File: config.mk
export PLATFORM = sky130hd
export DESIGN_NAME = regfile_writeback_unit_flat
export DESIGN_NICKNAME = d
export VERILOG_FILES = /design/src/rtl/wb_pkg.sv /design/src/rtl/regfile_writeback_unit_if.sv /design/src/rtl/wb_fifo.sv /design/src/rtl/regfile_writeback_unit.sv /design/src/flat_wrapper.sv
export SDC_FILE = /design/constraint.sdc
export NUM_CORES = 1
export LEC_CHECK = 0
export ABC_AREA = 0
export BUFFER_PORTS_ARGS = -buffer_cell sky130_fd_sc_hd__buf_2
export CORE_UTILIZATION = 38
export CTS_CLUSTER_SIZE = 25
export DETAILED_ROUTE_END_ITERATION = 16
export SYNTH_ARGS = -nofsm -noshare
export SYNTH_HDL_FRONTEND = slang
export SYNTH_HIERARCHICAL = 1
export SYNTH_SLANG_ARGS = --single-unit
File: constraint.sdc
create_clock -name clk -period 5.85 [get_ports clk]
set_input_delay 0.2925 -clock clk [delete_from_list [all_inputs] [get_ports clk]]
set_output_delay 0.2925 -clock clk [all_outputs]
set_load 0.02 [all_outputs]
File: src/rtl/wb_pkg.sv
// Shared types and helpers for the register-file writeback unit: load
// funct3 codes, the buffered result entry, and load byte/half extraction.
package wb_pkg;

   localparam int WB_XLEN = 32;

   localparam logic [2:0] LB  = 3'b000;
   localparam logic [2:0] LH  = 3'b001;
   localparam logic [2:0] LW  = 3'b010;
   localparam logic [2:0] LBU = 3'b100;
   localparam logic [2:0] LHU = 3'b101;

   typedef struct packed {
      logic [4:0]         index;
      logic [WB_XLEN-1:0] data;
   } wb_entry_t;

   // Returns {ok, data}; ok=0 for an unknown funct3 or a misaligned offset.
   function automatic logic [WB_XLEN:0] load_extract(input logic [WB_XLEN-1:0] raw,
                                                      input logic [2:0]         funct3,
                                                      input logic [1:0]         offset);
      logic [7:0]         b;
      logic [15:0]        h;
      logic               ok;
      logic [WB_XLEN-1:0] data;
      b    = raw[{offset, 3'b000} +: 8];
      h    = raw[{offset[1], 4'b0000} +: 16];
      ok   = 1'b0;
      data = '0;
      case (funct3)
         LB:  begin ok = 1'b1;         data = {{(WB_XLEN-8){b[7]}}, b};   end
         LH:  begin ok = !offset[0];   data = {{(WB_XLEN-16){h[15]}}, h}; end
         LW:  begin ok = (offset == 2'd0); data = raw;                    end
         LBU: begin ok = 1'b1;         data = {{(WB_XLEN-8){1'b0}}, b};   end
         LHU: begin ok = !offset[0];   data = {{(WB_XLEN-16){1'b0}}, h};  end
         default: begin ok = 1'b0;     data = '0;                         end
      endcase
      if (!ok) data = '0;
      return {ok, data};
   endfunction

endpackage

File: src/rtl/regfile_writeback_unit_if.sv
// Writeback unit bus: ALU result, LSU load handshake, decode issue,
// pending scoreboard and the register file rd write port.
// LSU channel: a beat transfers on the rising edge where lsu_wb_valid and
// lsu_wb_ready are both high; valid must not depend on ready. ALU results
// have no ready and are always taken in the cycle they are presented.
interface regfile_writeback_unit_if import wb_pkg::*; #(parameter int XLEN = WB_XLEN);

   logic            alu_wb_valid;
   logic [4:0]      alu_wb_index;
   logic [XLEN-1:0] alu_wb_data;
   logic            lsu_wb_valid;
   logic            lsu_wb_ready;
   logic [4:0]      lsu_wb_index;
   logic [XLEN-1:0] lsu_wb_raw;
   logic [2:0]      lsu_wb_funct3;
   logic [1:0]      lsu_wb_byte_offset;
   logic            lsu_wb_error;
   logic            issue_valid;
   logic [4:0]      issue_rd;
   logic [31:0]     pending_mask;
   logic [4:0]      rd_write_index;
   logic [XLEN-1:0] rd_write_data;
   logic            rd_write_enable;

   // Writeback unit side.
   modport master (
      input  alu_wb_valid, alu_wb_index, alu_wb_data,
      input  lsu_wb_valid, lsu_wb_index, lsu_wb_raw, lsu_wb_funct3, lsu_wb_byte_offset,
      input  issue_valid, issue_rd,
      output lsu_wb_ready, lsu_wb_error, pending_mask,
      output rd_write_index, rd_write_data, rd_write_enable
   );

   // Environment side (ALU, LSU, decode, register file).
   modport slave (
      output alu_wb_valid, alu_wb_index, alu_wb_data,
      output lsu_wb_valid, lsu_wb_index, lsu_wb_raw, lsu_wb_funct3, lsu_wb_byte_offset,
      output issue_valid, issue_rd,
      input  lsu_wb_ready, lsu_wb_error, pending_mask,
      input  rd_write_index, rd_write_data, rd_write_enable
   );

endinterface

File: src/rtl/wb_fifo.sv
// Small synchronous FIFO of writeback entries; pointers wrap modulo DEPTH
// (power of two). Push when full and pop when empty are ignored.
module wb_fifo import wb_pkg::*; #(
   parameter int DEPTH = 2
) (
   input  logic                   clk,
   input  logic                   rst_n,
   input  logic                   push,
   input  wb_entry_t              push_data,
   input  logic                   pop,
   output wb_entry_t              pop_data,
   output logic                   full,
   output logic                   empty,
   output logic [$clog2(DEPTH):0] count
);

   localparam int PTR_W = $clog2(DEPTH);
   localparam int CNT_W = PTR_W + 1;

   logic [PTR_W-1:0] wr_ptr_q, wr_ptr_d, rd_ptr_q, rd_ptr_d;
   logic [CNT_W-1:0] count_q, count_d;
   wb_entry_t        mem_q [DEPTH];
   wb_entry_t        mem_d [DEPTH];
   logic             push_ok, pop_ok;

   assign full     = (count_q == CNT_W'(DEPTH));
   assign empty    = (count_q == '0);
   assign count    = count_q;
   assign pop_data = mem_q[rd_ptr_q];
   assign push_ok  = push && !full;
   assign pop_ok   = pop && !empty;

   // Next pointers, occupancy and storage contents.
   always_comb begin
      mem_d    = mem_q;
      wr_ptr_d = wr_ptr_q;
      rd_ptr_d = rd_ptr_q;
      count_d  = count_q;
      if (push_ok) begin
         mem_d[wr_ptr_q] = push_data;
         wr_ptr_d        = wr_ptr_q + PTR_W'(1);
      end
      if (pop_ok) rd_ptr_d = rd_ptr_q + PTR_W'(1);
      case ({push_ok, pop_ok})
         2'b10:   count_d = count_q + CNT_W'(1);
         2'b01:   count_d = count_q - CNT_W'(1);
         default: count_d = count_q;
      endcase
   end

   // Pointer and count registers; reset discards all entries.
   always_ff @(posedge clk) begin
      if (!rst_n) begin
         wr_ptr_q <= '0;
         rd_ptr_q <= '0;
         count_q  <= '0;
      end else begin
         wr_ptr_q <= wr_ptr_d;
         rd_ptr_q <= rd_ptr_d;
         count_q  <= count_d;
      end
   end

   // Entry storage needs no reset; occupancy gates what is visible.
   always_ff @(posedge clk) begin
      mem_q <= mem_d;
   end

endmodule

File: src/rtl/regfile_writeback_unit.sv
// Register file rd write initiator: ALU results win the single write slot,
// extracted LSU loads queue in a FIFO, x0 writes are swallowed, and a
// pending scoreboard tracks outstanding producers for decode.
module regfile_writeback_unit import wb_pkg::*; #(
   parameter int XLEN       = WB_XLEN,
   parameter int FIFO_DEPTH = 2
) (
   input logic                     clk,
   input logic                     rst_n,
   regfile_writeback_unit_if.master wb
);

   localparam int CNT_W = $clog2(FIFO_DEPTH) + 1;

   wb_entry_t        push_entry, head_entry;
   logic             push, pop, full, empty;
   logic [CNT_W-1:0] count;
   logic [WB_XLEN:0] ext;
   logic             load_ok, lsu_ready, lsu_fire;

   logic             sel;
   logic [4:0]       sel_idx;
   logic [XLEN-1:0]  sel_data;
   logic [31:0]      clr_mask, set_mask;

   logic             rd_we_q, rd_we_d;
   logic [4:0]       rd_idx_q, rd_idx_d;
   logic [XLEN-1:0]  rd_data_q, rd_data_d;
   logic             err_q, err_d;
   logic [31:0]      pending_q, pending_d;

   // Ready comes only from the registered occupancy: no credit for a pop.
   assign lsu_ready = (count != CNT_W'(FIFO_DEPTH));
   assign lsu_fire  = wb.lsu_wb_valid && lsu_ready;
   assign ext       = load_extract(wb.lsu_wb_raw, wb.lsu_wb_funct3, wb.lsu_wb_byte_offset);
   assign load_ok   = ext[WB_XLEN];
   assign push      = lsu_fire && load_ok && !full;
   assign push_entry = '{index: wb.lsu_wb_index, data: ext[WB_XLEN-1:0]};

   wb_fifo #(.DEPTH(FIFO_DEPTH)) u_fifo (
      .clk       (clk),
      .rst_n     (rst_n),
      .push      (push),
      .push_data (push_entry),
      .pop       (pop),
      .pop_data  (head_entry),
      .full      (full),
      .empty     (empty),
      .count     (count)
   );

   // Write-slot arbitration, output register inputs and scoreboard update.
   always_comb begin
      sel      = 1'b0;
      sel_idx  = '0;
      sel_data = '0;
      pop      = 1'b0;
      if (wb.alu_wb_valid) begin
         sel      = 1'b1;
         sel_idx  = wb.alu_wb_index;
         sel_data = wb.alu_wb_data;
      end else if (!empty) begin
         pop      = 1'b1;
         sel      = 1'b1;
         sel_idx  = head_entry.index;
         sel_data = head_entry.data;
      end
      rd_we_d   = sel && (sel_idx != 5'd0);
      rd_idx_d  = sel_idx;
      rd_data_d = sel_data;
      err_d     = lsu_fire && !load_ok;
      clr_mask  = sel ? (32'd1 << sel_idx) : 32'd0;
      set_mask  = wb.issue_valid ? (32'd1 << wb.issue_rd) : 32'd0;
      // Set is applied after clear so a same-edge issue keeps the bit.
      pending_d    = (pending_q & ~clr_mask) | set_mask;
      pending_d[0] = 1'b0;
   end

   // Output port, error pulse and scoreboard registers.
   always_ff @(posedge clk) begin
      if (!rst_n) begin
         rd_we_q   <= 1'b0;
         rd_idx_q  <= '0;
         rd_data_q <= '0;
         err_q     <= 1'b0;
         pending_q <= '0;
      end else begin
         rd_we_q   <= rd_we_d;
         rd_idx_q  <= rd_idx_d;
         rd_data_q <= rd_data_d;
         err_q     <= err_d;
         pending_q <= pending_d;
      end
   end

   assign wb.lsu_wb_ready    = lsu_ready;
   assign wb.lsu_wb_error    = err_q;
   assign wb.pending_mask    = pending_q;
   assign wb.rd_write_enable = rd_we_q;
   assign wb.rd_write_index  = rd_idx_q;
   assign wb.rd_write_data   = rd_data_q;

endmodule
File: src/flat_wrapper.sv
// flat-port wrapper written by rule: the top's interface ports become plain ports
module regfile_writeback_unit_flat import wb_pkg::*;
#(
   parameter int XLEN       = WB_XLEN,
   parameter int FIFO_DEPTH = 2
)
  (clk, rst_n, wb_alu_wb_valid, wb_alu_wb_index, wb_alu_wb_data, wb_lsu_wb_valid, wb_lsu_wb_index, wb_lsu_wb_raw, wb_lsu_wb_funct3, wb_lsu_wb_byte_offset, wb_issue_valid, wb_issue_rd, wb_lsu_wb_ready, wb_lsu_wb_error, wb_pending_mask, wb_rd_write_index, wb_rd_write_data, wb_rd_write_enable);
  regfile_writeback_unit_if #(.XLEN(XLEN)) wb_i ();
  input logic clk;
  input logic rst_n;
  input wire logic [$bits(wb_i.alu_wb_valid)-1:0] wb_alu_wb_valid;
  input wire logic [$bits(wb_i.alu_wb_index)-1:0] wb_alu_wb_index;
  input wire logic [$bits(wb_i.alu_wb_data)-1:0] wb_alu_wb_data;
  input wire logic [$bits(wb_i.lsu_wb_valid)-1:0] wb_lsu_wb_valid;
  input wire logic [$bits(wb_i.lsu_wb_index)-1:0] wb_lsu_wb_index;
  input wire logic [$bits(wb_i.lsu_wb_raw)-1:0] wb_lsu_wb_raw;
  input wire logic [$bits(wb_i.lsu_wb_funct3)-1:0] wb_lsu_wb_funct3;
  input wire logic [$bits(wb_i.lsu_wb_byte_offset)-1:0] wb_lsu_wb_byte_offset;
  input wire logic [$bits(wb_i.issue_valid)-1:0] wb_issue_valid;
  input wire logic [$bits(wb_i.issue_rd)-1:0] wb_issue_rd;
  output wire logic [$bits(wb_i.lsu_wb_ready)-1:0] wb_lsu_wb_ready;
  output wire logic [$bits(wb_i.lsu_wb_error)-1:0] wb_lsu_wb_error;
  output wire logic [$bits(wb_i.pending_mask)-1:0] wb_pending_mask;
  output wire logic [$bits(wb_i.rd_write_index)-1:0] wb_rd_write_index;
  output wire logic [$bits(wb_i.rd_write_data)-1:0] wb_rd_write_data;
  output wire logic [$bits(wb_i.rd_write_enable)-1:0] wb_rd_write_enable;
  assign wb_i.alu_wb_valid = wb_alu_wb_valid;
  assign wb_i.alu_wb_index = wb_alu_wb_index;
  assign wb_i.alu_wb_data = wb_alu_wb_data;
  assign wb_i.lsu_wb_valid = wb_lsu_wb_valid;
  assign wb_i.lsu_wb_index = wb_lsu_wb_index;
  assign wb_i.lsu_wb_raw = wb_lsu_wb_raw;
  assign wb_i.lsu_wb_funct3 = wb_lsu_wb_funct3;
  assign wb_i.lsu_wb_byte_offset = wb_lsu_wb_byte_offset;
  assign wb_i.issue_valid = wb_issue_valid;
  assign wb_i.issue_rd = wb_issue_rd;
  assign wb_lsu_wb_ready = wb_i.lsu_wb_ready;
  assign wb_lsu_wb_error = wb_i.lsu_wb_error;
  assign wb_pending_mask = wb_i.pending_mask;
  assign wb_rd_write_index = wb_i.rd_write_index;
  assign wb_rd_write_data = wb_i.rd_write_data;
  assign wb_rd_write_enable = wb_i.rd_write_enable;
  regfile_writeback_unit #(.XLEN(XLEN), .FIFO_DEPTH(FIFO_DEPTH)) u_core (.clk(clk), .rst_n(rst_n), .wb(wb_i));
endmodule
==> results of run 1 <==
power groups by stage:
stage | logic [µW] | clock network [µW] | registers (µW)
finish | 300 | 1100 | 1150
global route | 324 | 1160 | 1150
CTS | 299 | 1120 | 1150
detailed placement | 297 | 0 | 1170
global placement | 295 | 0 | 1170
floorplan | 177 | 0 | 1190
cell usage in the layout, fill, tap and decap left out, drive strengths merged, types with 5 or more instances in the layout:
cell and instances:
buf 161, edfxtp 74, dfxtp 74, a21oi 64, nor2 57, nand2 48, a22oi 46, mux2 45
o21ai 30, clkbuf 20, inv 13, nand3 11, nand2b 11, o31ai 8, nor2b 7, nor3 6
a32oi 5, clkinv 5
cells in the mapped netlist, drive strengths merged, types with 3 or more instances:
master	n	area [µm²]
a22oi	46	345
nand2b	11	78.8
buf	27	194
and3	3	18.8
clkbuf	10	37.5
mux2i	4	56.3
a32oi	5	43.8
inv	11	41.3
nand3	11	60.1
a21oi	64	335
o31ai	8	60.1
edfxtp	74	2220
a21o	4	30.0
nor2b	7	43.8
o221ai	3	38.8
nor3b	4	51.3
nor2	57	216
o21ai	30	165
nand2	48	180
dfxtp	74	1480
mux2	45	507
o311ai	3	26.3
and2	4	25.0
nor3	6	30.0
o211ai	3	22.5
routing by layer:
metal	track usage, %	vias to the layer above	wire length, µm
met5	0	-	0
met4	5.93	0	244
met3	5.25	21	1230
met2	30.8	223	8050
met1	27.7	2516	8120
li1	-	2485	-
per-stage QoR:
| step | total power (µW) | std cells | utilization [%] | worst slack (ns) |
|---|---|---|---|---|
| after CTS | 2570 | 968 | 48.0 | 3.19 |
| after global placement | 1470 | 936 | 44.4 | 3.11 |
| after floorplan | 1370 | 592 | - | 3.19 |
| after global routing | 2640 | 968 | 48.0 | 3.01 |
| final | 2550 | 968 | 48.0 | 3.19 |
| after detailed placement | 1470 | 936 | 44.4 | 3.03 |
cell type report:
type                    count  area, µm²
multi-input cells         396       2610
clock inverters            12        154
clock buffers              20        447
inverters                  11       41.3
repair buffers            161        811
flip-flops and latches    148       3700
well taps                 220        275
fillers                  1560       8720
registers in the layout (all words and copies together), names as in the netlist:
signal,cells
u_core/u_fifo/rd_ptr_q,1
u_core/wb.rd_write_enable,1
u_core/u_fifo/count,2
u_core/u_fifo/mem_q,74
u_core/u_fifo/wr_ptr_q,1
u_core/wb.lsu_wb_error,1
u_core/wb.pending_mask,31
u_core/wb.rd_write_index,5
u_core/wb.rd_write_data,32
worst paths after layout:
path         slack [ns]                    endpoint  cells after the start                       start
min                0.06     u_core/u_fifo/mem_q[35]                      1          wb_lsu_wb_index[3]
max                3.19      u_core/u_fifo/count[1]                      7      u_core/u_fifo/count[1]
min reg2reg        0.47  u_core/wb.pending_mask[12]                      2  u_core/wb.pending_mask[12]
max reg2reg        3.19      u_core/u_fifo/count[1]                      7      u_core/u_fifo/count[1]
cells by family (layout without fill, tap and decap cells):
family / count (synthesis) / after routing / share of synthesized area, %
xor gates and xnor gates: 3 / 3 / 0.399
other: 1 / 1 / 0.0569
muxes: 49 / 49 / 8.55
and+or+nand+nor: 164 / 164 / 12.5
buffers and inverters: 48 / 204 / 4.14
adders and majority gates: 1 / 1 / 0.190
AOI/OAI and AO/OA: 178 / 178 / 17.9
DFF: 148 / 148 / 56.2
worst max-delay path, stage by stage (launching register included):
cell and delay, ns:
dfxtp_1 0.35, nor2_1 0.64, or2_4 0.28, inv_2 0.26
o21a_1 0.23, ha_1 0.32, or3_1 0.35, a21oi_1 0.15
==> reports/results.tsv, run 1 <==
stage	metric	value	unit
floorplan	core area	16800	µm²
routing	wire per inst	18.2	µm
synth	Synthesis Warnings	6	
timing	clk_skew	0.0100	ns
power_and_ir_drop	Leak	0.00314	µW
timing	actual slew at the worst max-slew pin	1.11	ns
synth	Seq cells post-synth	148	
power_and_ir_drop	Sw Ratio	24.5	%
run	maxcap violations	0	
synth	Syn Area/Cell	11.1	µm²
power_and_ir_drop	Int Pwr	1920	µW
cts	clock sink count	148	
cts	CTS Buffer Depth	2	
global_routing	gr usage total	20.1	%
synth	area of the mapped netlist	6590	µm²
global_routing	largest net degree at the start of global routing	64	
routing	drt initial violations	483	
worst_setup_path	Crit Path Class	reg -> reg	
layout	Area Growth Syn to Fin	22.1	%
place	number of port buffers	159	
floorplan	Die Y	134	µm
place	dpl hpwl	12700	µm
place	placer congestion estimate	0.875	
timing	minimum clock period	2.66	ns
cts	post-CTS sizing	0	
routing	# DRC	0	
layout	layout cell share with drive strength beyond 1	33.3	%
routing	via/cell ratio	5.42	
cts	CTS Buf Count	17	
timing	final setup vio count	0	
floorplan	die width	134	µm
cts	H-tree Lvls	4	
synth	syn nets	682	
worst_setup_path	crit path capture type	register	
cts	Worst-Skew Late Latency	0.42	ns
power_and_ir_drop	Worst VDD drop	0.208	mV
worst_setup_path	WP data required	6.20	ns
power_and_ir_drop	Clock power frac	43.1	%
floorplan	initial core utilization	39.3	%
global_routing	global-route wire length before repair	27100	µm
synth	Main synth FF type	edfxtp_1	
power_and_ir_drop	P_sw	623	µW
layout	diode count	0	
cts	CTS tree	done	
global_routing	initial antenna violation count	0	
timing	f_max	375	MHz
worst_setup_path	data arrival time of the worst path	3.01	ns
worst_setup_path	worst-path fanout max	35	
floorplan	I/O pin cnt	161	
floorplan	DIE AREA	17900	µm²
synth	post-synthesis sequential area ratio	56.2	%
outcome	outcome	finished, final reports clean	
hold_path	worst hold path type	in -> reg	
layout	nets	825	
cts	root buffer selected by CTS	clkbuf_16	
timing	RSZ-0062 raised after global routing	no	
synth	async set or reset register ratio after synthesis	0	%
routing	Antenna Nets Post-Route	0	
synth	number of synthesized flops with an enable pin	74	
cts	Hold Buf Count CTS	0	
timing	Setup TNS Final	0	ns
place	placed inst area	7440	µm²
power_and_ir_drop	Reg power frac	45.1	%
cts	Clock Pin Slew Worst Setup and Hold Paths	0.06	ns
timing	Final Hold Vio Count	0	
synth	Yosys cell types	66	
global_routing	vias in the first global route	5010	
global_routing	GR Overflow Total	0	
routing	Pre-antenna DRT Iters	5	
power_and_ir_drop	Comb pwr share	11.8	%
power_and_ir_drop	Power Density	317	nW/µm²
timing	relative slew slack	25.8	%
routing	Via Count	5245	
floorplan	Cell Rows	47	
timing	Slew Limit Fails	0	
worst_setup_path	type of origin of the critical path	register	
cts	Setup Fix Bufs, Post-CTS	0	
timing	hold slack final	0.0635	ns
layout	Design Area, Final	8040	µm²
synth	Syn Inst Count	592	
timing	Period Utilization, post-route	45.5	%
routing	final WL	17700	µm
Note: power is estimated with default switching activity, not from simulation.
==> inputs of run 2 (changes only) <==
==> constraint.sdc (replaced) <==
create_clock -name clk -period 2.4 [get_ports clk]
set_input_delay 0.12 -clock clk [delete_from_list [all_inputs] [get_ports clk]]
set_output_delay 0.12 -clock clk [all_outputs]
set_load 0.02 [all_outputs]
==> run 2 against run 1 <==
  * Fmax rose by 26%
  * Worst setup slack got worse by 2.9 ns
  * Clock power rose by 140%
  * First-iteration DRC count fell by 5.6%
  * Wire length rose by 2.7%
  * Combinational power rose to 2.7 times the previous value
  * Register-to-register slack got worse by 2.9 ns
  * Sequential power rose by 140%
  * Cell area rose by 6.0%
  * Final cell count rose by 5.0%
==> reports/results.tsv, run 2 (synthesis gave the netlist of run 1 again) <==
stage	metric	value	unit	change
worst_setup_path	WP data required	2.52	ns	-3.68 ns
cts	CTS tree	done		
layout	Area Growth Syn to Fin	29.4	%	
hold_path	worst hold path type	in -> reg		
power_and_ir_drop	Reg power frac	44.5	%	-0.6 points
floorplan	core area	16800	µm²	unchanged
timing	minimum clock period	2.11	ns	-0.554 ns
layout	non-filler instance count after layout	1016		+5.0%
cts	CTS Buffer Depth	2		unchanged
worst_setup_path	crit path capture type	register		
global_routing	largest net degree at the start of global routing	44		-31%
cts	H-tree Lvls	4		unchanged
routing	wire per inst	17.8	µm	-2.2%
layout	final core occ	50.9	%	+2.9 points
timing	Slew Limit Fails	0		unchanged
global_routing	gr usage total	20.8	%	+0.75 points
layout	diode count	0		unchanged
cts	CTS Buf Count	17		unchanged
worst_setup_path	worst-path fanout max	30		-14%
power_and_ir_drop	Leak	0.00336	µW	+7.0%
global_routing	global-route wire length before repair	28300	µm	+4.3%
worst_setup_path	R2R depth	7		unchanged
power_and_ir_drop	Worst VDD drop	0.542	mV	+160%
routing	Via Count	5401		+3.0%
cts	Worst-Skew Late Latency	0.42	ns	about the same
layout	register area	3700	µm²	unchanged
timing	relative slew slack	30.1	%	+4.3 points
floorplan	I/O pin cnt	161		unchanged
timing	hold slack final	0.0226	ns	-0.0409 ns
global_routing	initial antenna violation count	0		unchanged
floorplan	die width	134	µm	unchanged
timing	final setup vio count	0		unchanged
power_and_ir_drop	Clock power frac	42.6	%	-0.5 points
cts	root buffer selected by CTS	clkbuf_16		
layout	multi-input logic area	2610	µm²	unchanged
cts	Setup Fix Bufs, Post-CTS	0		unchanged
layout	most frequent cells in the layout	buf_2 (159), edfxtp_1 (74), dfxtp_1 (73), a21oi_1 (62), nor2_1 (56)		
place	placed cells	950		+1.5%
routing	drt initial violations	456		-5.6%
cts	Clock Pin Slew Worst Setup and Hold Paths	0.06	ns	about the same
worst_setup_path	Crit Path Class	reg -> reg		
timing	f_max	474	MHz	+26%
global_routing	vias in the first global route	5224		+4.3%
cts	post-CTS sizing	0		unchanged
global_routing	GR Overflow Total	0		unchanged
worst_setup_path	data arrival time of the worst path	2.22	ns	-0.79 ns
routing	# DRC	0		unchanged
power_and_ir_drop	Sw Ratio	24.8	%	+0.36 points
layout	Fillers	1527		-2.1%
layout	Top reg by flops	u_core/u_fifo/mem_q		
floorplan	Die Y	134	µm	unchanged
routing	Antenna Nets Post-Route	0		unchanged
power_and_ir_drop	Power Density	737	nW/µm²	+130%
place	dpl hpwl	13200	µm	+3.8%
layout	layout cell share with drive strength beyond 1	33.2	%	-0.12 points
power_and_ir_drop	P_sw	1560	µW	+150%
routing	Pre-antenna DRT Iters	5		unchanged
power_and_ir_drop	Int Pwr	4720	µW	+150%
timing	Period Utilization, post-route	87.9	%	+42 points
run	maxcap violations	0		unchanged
floorplan	DIE AREA	17900	µm²	unchanged
power_and_ir_drop	Comb pwr share	12.9	%	+1.1 points
timing	clk_skew	0.00644	ns	-0.00357 ns
timing	actual slew at the worst max-slew pin	1.04	ns	-0.0642 ns
worst_setup_path	type of origin of the critical path	register		
routing	via/cell ratio	5.32		-1.9%
floorplan	initial core utilization	39.3	%	unchanged
layout	commonest non-fill, non-tap cell in the layout	buf_2		
hold_path	hold path depth	3		+2
routing	final WL	18100	µm	+2.7%
place	placer congestion estimate	0.943		+7.8%
floorplan	Cell Rows	47		unchanged
outcome	outcome	finished, final reports clean		
timing	Setup TNS Final	0	ns	unchanged
timing	Final Hold Vio Count	0		unchanged
layout	max FFs per register	74		unchanged
timing	RSZ-0062 raised after global routing	no		
layout	nets	873		+5.8%
place	number of port buffers	159		unchanged
cts	clock sink count	148		unchanged
==> run 2: cell types whose count changed in the layout (fill, tap and decap cells not counted), sizes merged <==
cell / before / now
inv: 13 / 12
clkinv: 5 / 6
dlygate4sd3: 0 / 34
bufinv: 3 / 1
buf: 161 / 175
clkbuf: 20 / 22
==> run 2: what timing repair did <==
item / in CTS / in global routing
setup endpoints to repair: 0 / 0
hold buffers: 34 / 0
endpoints found under the hold margin: 39 / 0
==> run 2: through the flow <==
stage	power, µW	area [µm²]	setup slack (ns)
finish	6280	8530	0.291
CTS	6310	8530	0.301
floorplan	3340	6590	0.0528
global placement	3600	7580	0.244
global route	6520	8530	0.146
detailed placement	3610	7580	0.188
==> run 2: power by group through the flow <==
stage	logic [µW]	clock network, µW	registers (µW)
floorplan	433	0	2900
global placement	753	0	2850
detailed placement	764	0	2850
CTS	811	2710	2800
global route	877	2830	2800
finish	810	2680	2800
==> run 2: critical path: stages (launching register included) <==
cell,delay [ns]
dfxtp_1,0.44
nand2b_2,0.19
inv_2,0.04
nor3_1,0.30
inv_1,0.09
or3_1,0.41
clkinvlp_4,0.11
buf_12,0.20
==> run 2: path summary, 6_finish.rpt <==
| path | start | endpoint | slack [ns] |
|---|---|---|---|
| worst max-delay path | u_core/u_fifo/count[0] | u_core/u_fifo/mem_q[49] | 0.29 |
| worst min-delay path | wb_alu_wb_data[8] | u_core/wb.rd_write_data[8] | 0.02 |
| worst min register to register | u_core/wb.pending_mask[12] | u_core/wb.pending_mask[12] | 0.47 |
| worst max register to register | u_core/u_fifo/count[0] | u_core/u_fifo/mem_q[49] | 0.29 |
==> run 2: layout make-up <==
class	instances	area share [%]
clock inverters	10	1.06
inverters	11	0.528
repair buffers	209	15.0
flip-flops and latches	148	43.5
multi-input cells	396	30.6
clock buffers	22	6.08
well taps	220	3.23
==> run 2: per-layer routing <==
layer	routed length, µm	share of wire (%)	vias to the layer above	track usage (%)
li1	-	-	2577	-
met1	8290	46	2577	28.2
met2	8400	46	227	33.4
met3	1150	6.3	20	3.96
met4	282	1.6	0	7.07
met5	0	0	-	0
==> inputs of run 3 (changes only) <==
--- a/config.mk
+++ b/config.mk
@@ -7,7 +7,7 @@
 export LEC_CHECK = 0
 export ABC_AREA = 0
 export BUFFER_PORTS_ARGS = -buffer_cell sky130_fd_sc_hd__buf_2
-export CORE_UTILIZATION = 38
+export CORE_UTILIZATION = 28
 export CTS_CLUSTER_SIZE = 25
 export DETAILED_ROUTE_END_ITERATION = 16
 export SYNTH_ARGS = -nofsm -noshare
==> run 3 against run 2 <==
  * Hold slack worse by 0.015 ns
  * Sequential share of layout area down 0.76 points
  * Fmax up 0.42%
  * Final cell count up 9.1%
==> reports/results.tsv, run 3 (synthesis gave the netlist of run 1 again) <==
stage	metric	value	unit	change
outcome	outcome	finished, final reports clean		
cts	root buffer selected by CTS	clkbuf_16		
routing	Pre-antenna DRT Iters	5		unchanged
layout	Top reg by flops	u_core/u_fifo/mem_q		
cts	CTS tree	done		
place	placer congestion estimate	0.932		-1.2%
timing	RSZ-0062 raised after global routing	no		
layout	diode count	0		unchanged
layout	most frequent cells in the layout	buf_2 (159), edfxtp_1 (74), dfxtp_1 (73), a21oi_1 (62), nor2_1 (56)		
cts	CTS Buf Count	17		unchanged
floorplan	DIE AREA	24100	µm²	+35%
routing	wire per inst	17.3	µm	-2.9%
timing	Setup TNS Final	0	ns	unchanged
place	number of port buffers	159		unchanged
floorplan	Cell Rows	55		+17%
power_and_ir_drop	Worst VDD drop	0.435	mV	-20%
layout	Area Growth Syn to Fin	31.8	%	
worst_setup_path	Crit Path Class	reg -> reg		
hold_path	hold path depth	3		unchanged
worst_setup_path	data arrival time of the worst path	2.23	ns	about the same
timing	clk_skew	0.0120	ns	+0.00552 ns
timing	actual slew at the worst max-slew pin	1.16	ns	+0.120 ns
cts	clock sink count	148		unchanged
global_routing	global-route wire length before repair	29500	µm	+4.3%
routing	via/cell ratio	4.91		-7.6%
worst_setup_path	worst-path fanout max	14		-53%
worst_setup_path	R2R setup slack	0.30	ns	about the same
place	dpl hpwl	13400	µm	+2.0%
timing	Period Utilization, post-route	87.5	%	-0.37 points
timing	relative slew slack	22.0	%	-8.1 points
timing	minimum clock period	2.10	ns	-0.00887 ns
global_routing	largest net degree at the start of global routing	34		-23%
worst_setup_path	R2R Path Start	u_core/u_fifo/count[0]		
worst_setup_path	WP data required	2.53	ns	about the same
layout	final core occ	38.0	%	-13 points
timing	Slew Limit Fails	0		unchanged
hold_path	worst hold path type	in -> reg		
cts	post-CTS sizing	0		unchanged
layout	commonest non-fill, non-tap cell in the layout	buf_2		
power_and_ir_drop	Power Density	742	nW/µm²	+0.68%
floorplan	core area	22800	µm²	+36%
routing	Antenna Nets Post-Route	0		unchanged
cts	CTS Buffer Depth	2		unchanged
global_routing	initial antenna violation count	0		unchanged
floorplan	I/O pin cnt	161		unchanged
cts	H-tree Lvls	4		unchanged
global_routing	vias in the first global route	5269		+0.86%
cts	Clock Pin Slew Worst Setup and Hold Paths	0.06	ns	about the same
timing	f_max	476	MHz	+0.42%
global_routing	GR Overflow Total	0		unchanged
global_routing	gr usage total	16.2	%	-4.6 points
cts	Worst-Skew Late Latency	0.42	ns	about the same
worst_setup_path	R2R depth	7		unchanged
floorplan	initial core utilization	28.8	%	-10 points
routing	Via Count	5441		+0.74%
floorplan	die width	155	µm	+16%
floorplan	Die Y	155	µm	+16%
worst_setup_path	type of origin of the critical path	register		
timing	Final Hold Vio Count	0		unchanged
worst_setup_path	Crit. Startpoint	u_core/u_fifo/count[0]		
worst_setup_path	crit path capture type	register		
layout	layout cell share with drive strength beyond 1	33.2	%	+0.042 points
run	maxcap violations	0		unchanged
routing	# DRC	0		unchanged
layout	max FFs per register	74		unchanged
power_and_ir_drop	Leak	0.00337	µW	+0.20%
routing	final WL	19200	µm	+5.9%
layout	nets	872		-0.11%
worst_setup_path	Worst Setup EP	u_core/u_fifo/mem_q[45]		
timing	final setup vio count	0		unchanged
routing	drt initial violations	393		-14%
worst_setup_path	worst reg2reg path endpoint	u_core/u_fifo/mem_q[45]		
## run 3: changes by cell type in the layout (fill, tap and decap cells not counted), moves of 2 or more
cell / change
bufinv_16: +2
inv_6: +2
buf_12: +2
clkbuf_16: -2
clkinv_1: -2
buf_4: -4
## run 3: through the flow
step | area, µm² | hold slack (ns) | setup WS [ns] | instances | total power [µW]
after global routing | 8680 | 0.0229 | 0.118 | 1108 | 6680
after detailed placement | 7700 | 0.315 | 0.197 | 1041 | 3630
after floorplan | 6590 | 0.219 | 0.0528 | 592 | 3340
final | 8680 | 0.00759 | 0.300 | 1108 | 6440
after global placement | 7700 | 0.317 | 0.205 | 1041 | 3630
after CTS | 8680 | 0.00560 | 0.282 | 1108 | 6510
## run 3: per-layer routing
metal | part of all wire (%) | global-route usage [%] | wire, µm
met2 | 47 | 26.0 | 9040
met1 | 45 | 21.8 | 8720
met3 | 6.7 | 3.82 | 1290
met4 | 0.82 | 4.30 | 157
met5 | 0 | 0 | 0
## run 3: how the worst min path moves through the flow
stage / slack, ns / start / end
floorplan: 0.22 / wb_lsu_wb_index[0] / u_core/u_fifo/mem_q[32]
global route: 0.02 / wb_issue_rd[4] / u_core/wb.pending_mask[24]
finish: 0.008 / wb_alu_wb_data[0] / u_core/wb.rd_write_data[0]
global placement: 0.32 / wb_lsu_wb_index[4] / u_core/u_fifo/mem_q[73]
detailed placement: 0.31 / wb_lsu_wb_index[3] / u_core/u_fifo/mem_q[35]
CTS: 0.006 / wb_issue_rd[4] / u_core/wb.pending_mask[27]
## run 3: cell type report
type,count,area (µm²)
clock buffers,19,454
inverters,11,45.0
clock inverters,13,170
multi-input cells,396,2610
repair buffers,208,1300
well taps,313,392
fillers,2295,14200
flip-flops and latches,148,3700
## run 3: worst max-delay path, cell delays in order (launching register included)
cell        delay, ns
dfxtp_1          0.43
nand2b_2         0.18
inv_2            0.04
nor3_1           0.27
inv_1            0.09
or3_1            0.41
clkinvlp_4       0.21
buf_12           0.18
## run 3: where the power goes
group / leakage, µW / internal [µW] / switching [µW]
Sequential: 0.00131 / 2760 / 30.7
Clock: 0.000302 / 1720 / 1100
Combinational: 0.00176 / 327 / 500
## run 3: what timing repair did
action / CTS / global route
setup buffers: 0 / 0
hold buffers: 35 / 0
hold endpoints to repair: 40 / 0
